$ cat src/rtl/forward_ctrl_if.sv
// rtl/forward_ctrl_if.sv - ID-stage request and EX-mux select bundle for forward_ctrl.
// stall_cnt_o and CNT_W exist only when FWD_STALL_CNT_EN is defined.
interface forward_ctrl_if #(
  parameter int REG_AW = 5
`ifdef FWD_STALL_CNT_EN
  , parameter int CNT_W = 32
`endif
);

  logic [REG_AW-1:0] rs1_i;
  logic [REG_AW-1:0] rs2_i;
  logic [REG_AW-1:0] rd_i;
  logic              regwrite_i;
  logic              memread_i;
  logic              flush_i;
  logic [1:0]        fwdA_o;
  logic [1:0]        fwdB_o;
  logic              stall_o;
`ifdef FWD_STALL_CNT_EN
  logic [CNT_W-1:0]  stall_cnt_o;
`endif

  // master: the decode stage side presenting instructions and consuming selects
  modport master (
    output rs1_i,
    output rs2_i,
    output rd_i,
    output regwrite_i,
    output memread_i,
    output flush_i,
    input  fwdA_o,
    input  fwdB_o,
`ifdef FWD_STALL_CNT_EN
    input  stall_cnt_o,
`endif
    input  stall_o
  );

  modport slave (
    input  rs1_i,
    input  rs2_i,
    input  rd_i,
    input  regwrite_i,
    input  memread_i,
    input  flush_i,
    output fwdA_o,
    output fwdB_o,
`ifdef FWD_STALL_CNT_EN
    output stall_cnt_o,
`endif
    output stall_o
  );

endinterface

$ cat src/rtl/forward_ctrl.sv
// rtl/forward_ctrl.sv - 5-stage pipeline forwarding select and load-use stall controller.
// Optional stall cycle counter on stall_cnt_o when FWD_STALL_CNT_EN is defined.
module forward_ctrl #(
  parameter int REG_AW = 5,
  parameter int CNT_W  = 32
) (
  input logic           clk_i,
  input logic           rst_i,
  forward_ctrl_if.slave bus
);

  localparam logic [1:0] SEL_RF    = 2'b00;
  localparam logic [1:0] SEL_EXMEM = 2'b10;
  localparam logic [1:0] SEL_MEMWB = 2'b01;

  if (CNT_W < 1) begin : g_cnt_w_check
    $error("forward_ctrl: CNT_W must be at least 1");
  end

  logic [REG_AW-1:0] idex_rs1;
  logic [REG_AW-1:0] idex_rs2;
  logic [REG_AW-1:0] idex_rd;
  logic              idex_regwrite;
  logic              idex_memread;
  logic [REG_AW-1:0] exmem_rd;
  logic              exmem_regwrite;
  logic [REG_AW-1:0] memwb_rd;
  logic              memwb_regwrite;

  logic              stall;
  logic              bubble;
  logic              exmem_live;
  logic              memwb_live;
  logic [1:0]        fwd_a;
  logic [1:0]        fwd_b;

  // A load in EX whose rd feeds the ID instruction cannot be forwarded in time.
  assign stall = idex_memread
               && (idex_rd != '0)
               && ((idex_rd == bus.rs1_i) || (idex_rd == bus.rs2_i))
               && !bus.flush_i;

  assign bubble = stall || bus.flush_i;

  always_ff @(posedge clk_i) begin
    if (rst_i) begin
      idex_rs1       <= '0;
      idex_rs2       <= '0;
      idex_rd        <= '0;
      idex_regwrite  <= 1'b0;
      idex_memread   <= 1'b0;
      exmem_rd       <= '0;
      exmem_regwrite <= 1'b0;
      memwb_rd       <= '0;
      memwb_regwrite <= 1'b0;
    end else begin
      memwb_rd       <= exmem_rd;
      memwb_regwrite <= exmem_regwrite;
      exmem_rd       <= idex_rd;
      exmem_regwrite <= idex_regwrite;
      if (bubble) begin
        idex_rs1      <= '0;
        idex_rs2      <= '0;
        idex_rd       <= '0;
        idex_regwrite <= 1'b0;
        idex_memread  <= 1'b0;
      end else begin
        idex_rs1      <= bus.rs1_i;
        idex_rs2      <= bus.rs2_i;
        idex_rd       <= bus.rd_i;
        idex_regwrite <= bus.regwrite_i;
        idex_memread  <= bus.memread_i;
      end
    end
  end

  // x0 is hard-wired zero, so a write to it is never a forwarding source.
  assign exmem_live = exmem_regwrite && (exmem_rd != '0);
  assign memwb_live = memwb_regwrite && (memwb_rd != '0);

  always_comb begin
    fwd_a = SEL_RF;
    if (exmem_live && (exmem_rd == idex_rs1)) begin
      fwd_a = SEL_EXMEM;
    end else if (memwb_live && (memwb_rd == idex_rs1)) begin
      fwd_a = SEL_MEMWB;
    end
  end

  always_comb begin
    fwd_b = SEL_RF;
    if (exmem_live && (exmem_rd == idex_rs2)) begin
      fwd_b = SEL_EXMEM;
    end else if (memwb_live && (memwb_rd == idex_rs2)) begin
      fwd_b = SEL_MEMWB;
    end
  end

  assign bus.fwdA_o  = fwd_a;
  assign bus.fwdB_o  = fwd_b;
  assign bus.stall_o = stall;

`ifdef FWD_STALL_CNT_EN
  logic [CNT_W-1:0] stall_cnt;

  always_ff @(posedge clk_i) begin
    if (rst_i) begin
      stall_cnt <= '0;
    end else if (stall) begin
      stall_cnt <= stall_cnt + {{(CNT_W-1){1'b0}}, 1'b1};
    end
  end

  assign bus.stall_cnt_o = stall_cnt;
`endif

endmodule

$ cat src/flat_wrapper.sv
// flat-port wrapper written by rule: the top's interface ports become plain ports
module forward_ctrl_flat 
#(
  parameter int REG_AW = 5,
  parameter int CNT_W  = 32
)
  (clk_i, rst_i, bus_rs1_i, bus_rs2_i, bus_rd_i, bus_regwrite_i, bus_memread_i, bus_flush_i, bus_fwdA_o, bus_fwdB_o, bus_stall_o);
  forward_ctrl_if #(.REG_AW(REG_AW)) bus_i ();
  input logic clk_i;
  input logic rst_i;
  input wire logic [$bits(bus_i.rs1_i)-1:0] bus_rs1_i;
  input wire logic [$bits(bus_i.rs2_i)-1:0] bus_rs2_i;
  input wire logic [$bits(bus_i.rd_i)-1:0] bus_rd_i;
  input wire logic [$bits(bus_i.regwrite_i)-1:0] bus_regwrite_i;
  input wire logic [$bits(bus_i.memread_i)-1:0] bus_memread_i;
  input wire logic [$bits(bus_i.flush_i)-1:0] bus_flush_i;
  output wire logic [$bits(bus_i.fwdA_o)-1:0] bus_fwdA_o;
  output wire logic [$bits(bus_i.fwdB_o)-1:0] bus_fwdB_o;
  output wire logic [$bits(bus_i.stall_o)-1:0] bus_stall_o;
  assign bus_i.rs1_i = bus_rs1_i;
  assign bus_i.rs2_i = bus_rs2_i;
  assign bus_i.rd_i = bus_rd_i;
  assign bus_i.regwrite_i = bus_regwrite_i;
  assign bus_i.memread_i = bus_memread_i;
  assign bus_i.flush_i = bus_flush_i;
  assign bus_fwdA_o = bus_i.fwdA_o;
  assign bus_fwdB_o = bus_i.fwdB_o;
  assign bus_stall_o = bus_i.stall_o;
  forward_ctrl #(.REG_AW(REG_AW), .CNT_W(CNT_W)) u_core (.clk_i(clk_i), .rst_i(rst_i), .bus(bus_i));
endmodule
$ cat config.mk
export PLATFORM = sky130hd
export DESIGN_NAME = forward_ctrl_flat
export DESIGN_NICKNAME = d
export VERILOG_FILES = /design/src/rtl/forward_ctrl_if.sv /design/src/rtl/forward_ctrl.sv /design/src/flat_wrapper.sv
export SDC_FILE = /design/constraint.sdc
export NUM_CORES = 1
export LEC_CHECK = 0
export CAP_MARGIN = 30
export CORE_ASPECT_RATIO = 1.25
export CORE_MARGIN = 5
export CORE_UTILIZATION = 50
export CTS_CLUSTER_SIZE = 10
export DETAILED_ROUTE_END_ITERATION = 6
export PLACE_DENSITY = 0.74
export SYNTH_ARGS = -nofsm -noshare
export SYNTH_HDL_FRONTEND = slang
export SYNTH_SLANG_ARGS = --single-unit
$ cat constraint.sdc
create_clock -name clk_i -period 2.4 [get_ports clk_i]
set_clock_uncertainty 0.15 [all_clocks]
set_input_delay 0.48 -clock clk_i [delete_from_list [all_inputs] [get_ports clk_i]]
set_output_delay 0.48 -clock clk_i [all_outputs]
set_load 0.005 [all_outputs]
==> flow_summary.toml, run 1 <==
[logic_synthesis]
yosysSeqAreaShare_pct = 44.9
synthesis.yosys.warnings = 0
synth_top_area_share_pct = 44.9
synth_cell_types = 20
post-synth-top-area-cell = "dfxtp_1"
netlist_area_mm2 = 0.00129
synth_nets = 151
postSynthCellCount = 131
ys_ff_latch = 29
synth_top_cells_by_area = "dfxtp_1 (45%), xnor2_1 (11%), xor2_1 (9.5%)"
avgSynthCellArea_um2 = 9.88

[clock_tree]
ctsHtreeMaxLevel = 2
clockBufferDepth = 2
cts-hold-fix-buffers = 0
clock_latency_ns = 0.31
clkTransAtPathRegs_ns = 0.09
cts_inserted_buffers = 5
cts_tree = "yes"
clock_sinks = 29
root_buffer = "clkbuf_4"

[run]
max_cap_violations = 0

[detailed_routing]
wire_per_inst_um = 13.4
dr.pass1.iters = 4
drtIter0Drc = 15
via_count = 1047
antenna_left = 0
vias_per_cell = 5.08
finalWirelength_um = 2750
drcViolationCount = 0

[worst_setup_path]
timing.rr.end = "u_core.idex_rs1[2]"
crit_type = "reg2out"
critPathLaunchType = "flop"
worstPathRequired_ns = 1.77
reg2reg_slack_ns = 0.75
r2r-start = "u_core.idex_rd[0]"
path_cells = "or4_4 -> o21ai_2 -> or4_4 -> nor4_2 -> buf_2"
ff2ff_path_depth = 4
cpMostUsedCell = "or4_4"
cp.arrival_ns = 1.79
crit_path_top_delay_cell = "or4_4"
cp_max_fo = 3
endpoint_kind = "primary output"
cpPeakStageDelay_ns = 0.53

[placement]
dp_hpwl_um = 2020
numPortBuffers = 24
gp_congestion = 0.814
dpl_cell_area_mm2 = 0.00162

[timing]
worst_slack_ns = -0.0218
setup_violations = 2
post-route-period-util_pct = 101
drv_slew = 0
worst_pin_slew_ns = 0.278
fmax_mhz = 413
relSlewSlack_pct = 81.4
final_hold_viol_count = 0
whs_ns = 0.295
period_needed_ns = 2.42
rsz0062_at_grt = "yes"

[min_path]
hold_class = "reg2reg"
hold_end = "u_core.exmem_regwrite"
hold_depth = 1
min-delay-start = "u_core.idex_regwrite"

[grt]
busiest_layer = "met2"
antenna_found_initial = 0
use_met2_pct = 31.8
gr-usage-met1_pct = 14.7
grt_start_max_net_pins = 18
globalRouteTotalUtil_pct = 16.5
overflow = 0
grt_pass1_wl_um = 4560
grt_pass1_vias = 1059
use_met3_pct = 4.46

[status]
violations = "setup timing"
status = "finished with violations"

[floorplanning]
dieArea_mm2 = 0.00371
ios = 25
initial_core_util_pct = 52.8
core_area_mm2 = 0.00245
die_w_um = 55.5
die_h_um = 66.9
rows = 20

[layout]
diodes = 0
final_cell_mix = "dfxtp_1 (23), nand2_1 (19), xnor2_1 (16), clkdlybuf4s50_1 (16), xor2_1 (14)"
drive_gt1_share_pct = 30.6
nets = 192
fillers = 195
final_util_pct = 72.4
area_delta_synth_final_pct = 37.2
final_area_mm2 = 0.00178
layout_commonest_cell = "dfxtp_1"

[power]
finalPower_w = 0.000975
pwr_density_cell_mw_per_mm2 = 549
vdd_drop_max_mv = 0.472
total_leakage_power_nw = 0.758
metrics by stage:
stage                     setup slack, ns  setup TNS, ns  instances
after detailed placement           -0.331         -0.574        195
after global placement             -0.326         -0.505        195
after global routing               -0.101         -0.216        206
final                             -0.0218        -0.0407        206
after CTS                         -0.0442        -0.0795        205
after floorplan                     0.401              0        131
synth_stat cells (all sizes together):
cell type  instances
dfxtp             29
nand2             19
a21oi             17
xnor2             16
xor2              14
nor2b             12
or4                5
nand3              4
nor4               4
buf                3
clkbuf             2
o21ai              2
and3b              1
nor2               1
o21a               1
o22ai              1
critical path: cells and delay by family (launching register included):
family          cells  cell delay, ns
simple gates        3            0.91
flops               1            0.37
buf+inv             1            0.15
compound gates      1            0.05
per-layer routing:
layer	vias to the layer above	share of wire, %	wire [um]
met1	481	37	1010
met3	12	4.9	135
met4	0	5.2	144
met5	-	0	0
li1	518	-	-
met2	36	53	1460
registers in the layout, indices dropped and copies added, names as in the netlist, 5 cells and up:
register / cells
u_core.exmem_rd: 5
u_core.memwb_rd: 5
u_core.idex_rs1: 5
u_core.idex_rs2: 5
u_core.idex_rd: 5
where the power goes:
| part | leakage, nW | internal (W) | total (W) | switching, W |
|---|---|---|---|---|
| Combinational | 0.477 | 0.0000734 | 0.000134 | 0.0000602 |
| Clock | 0.0413 | 0.000170 | 0.000331 | 0.000161 |
| Sequential | 0.240 | 0.000496 | 0.000510 | 0.0000139 |
area by class of cell:
type | count | area [um2] | share of cell area (%)
clock buffers | 7 | 65.1 | 3.66
multi-input cells | 97 | 729 | 41.1
well taps | 33 | 41.3 | 2.33
repair buffers | 39 | 344 | 19.4
clock inverters | 1 | 5.00 | 0.282
flip-flops and latches | 29 | 591 | 33.3
what timing repair did:
action | CTS | global route
buffers inserted | 2 | 1
endpoints found under the setup margin | 5 | 4
pin swaps | 10 | 3
gates resized for setup | 33 | 4
hold endpoints to repair | 0 | 0
kinds of logic (layout without fill, tap and decap cells):
family | after synthesis | count (layout) | synth area share (%)
simple gates | 46 | 46 | 19.6
buf+inv | 5 | 47 | 3.38
compound gates | 21 | 21 | 11.8
flops | 29 | 29 | 44.9
xor+xnor | 30 | 30 | 20.3
worst max-delay path by stage:
stage | slack, ns | depth (start not counted) | to | from
after detailed placement | -0.33 | 6 | bus_stall_o | bus_rs2_i[2]
after global placement | -0.33 | 6 | bus_stall_o | bus_rs2_i[4]
after CTS | -0.04 | 5 | bus_fwdB_o[0] | u_core.memwb_rd[4]
after global routing | -0.10 | 5 | bus_fwdB_o[0] | u_core.memwb_rd[4]
final | -0.02 | 5 | bus_fwdA_o[0] | u_core.memwb_rd[4]
after floorplan | 0.40 | 4 | bus_fwdA_o[0] | u_core.exmem_rd[4]
Note: power is estimated with default switching activity, not from simulation.
==> inputs of run 2 (changes only) <==
Settings changed: GPL_ROUTABILITY_DRIVEN from default to 1.
==> results of run 2 <==
Final layout, timing and power as in run 1 (identical DEF).
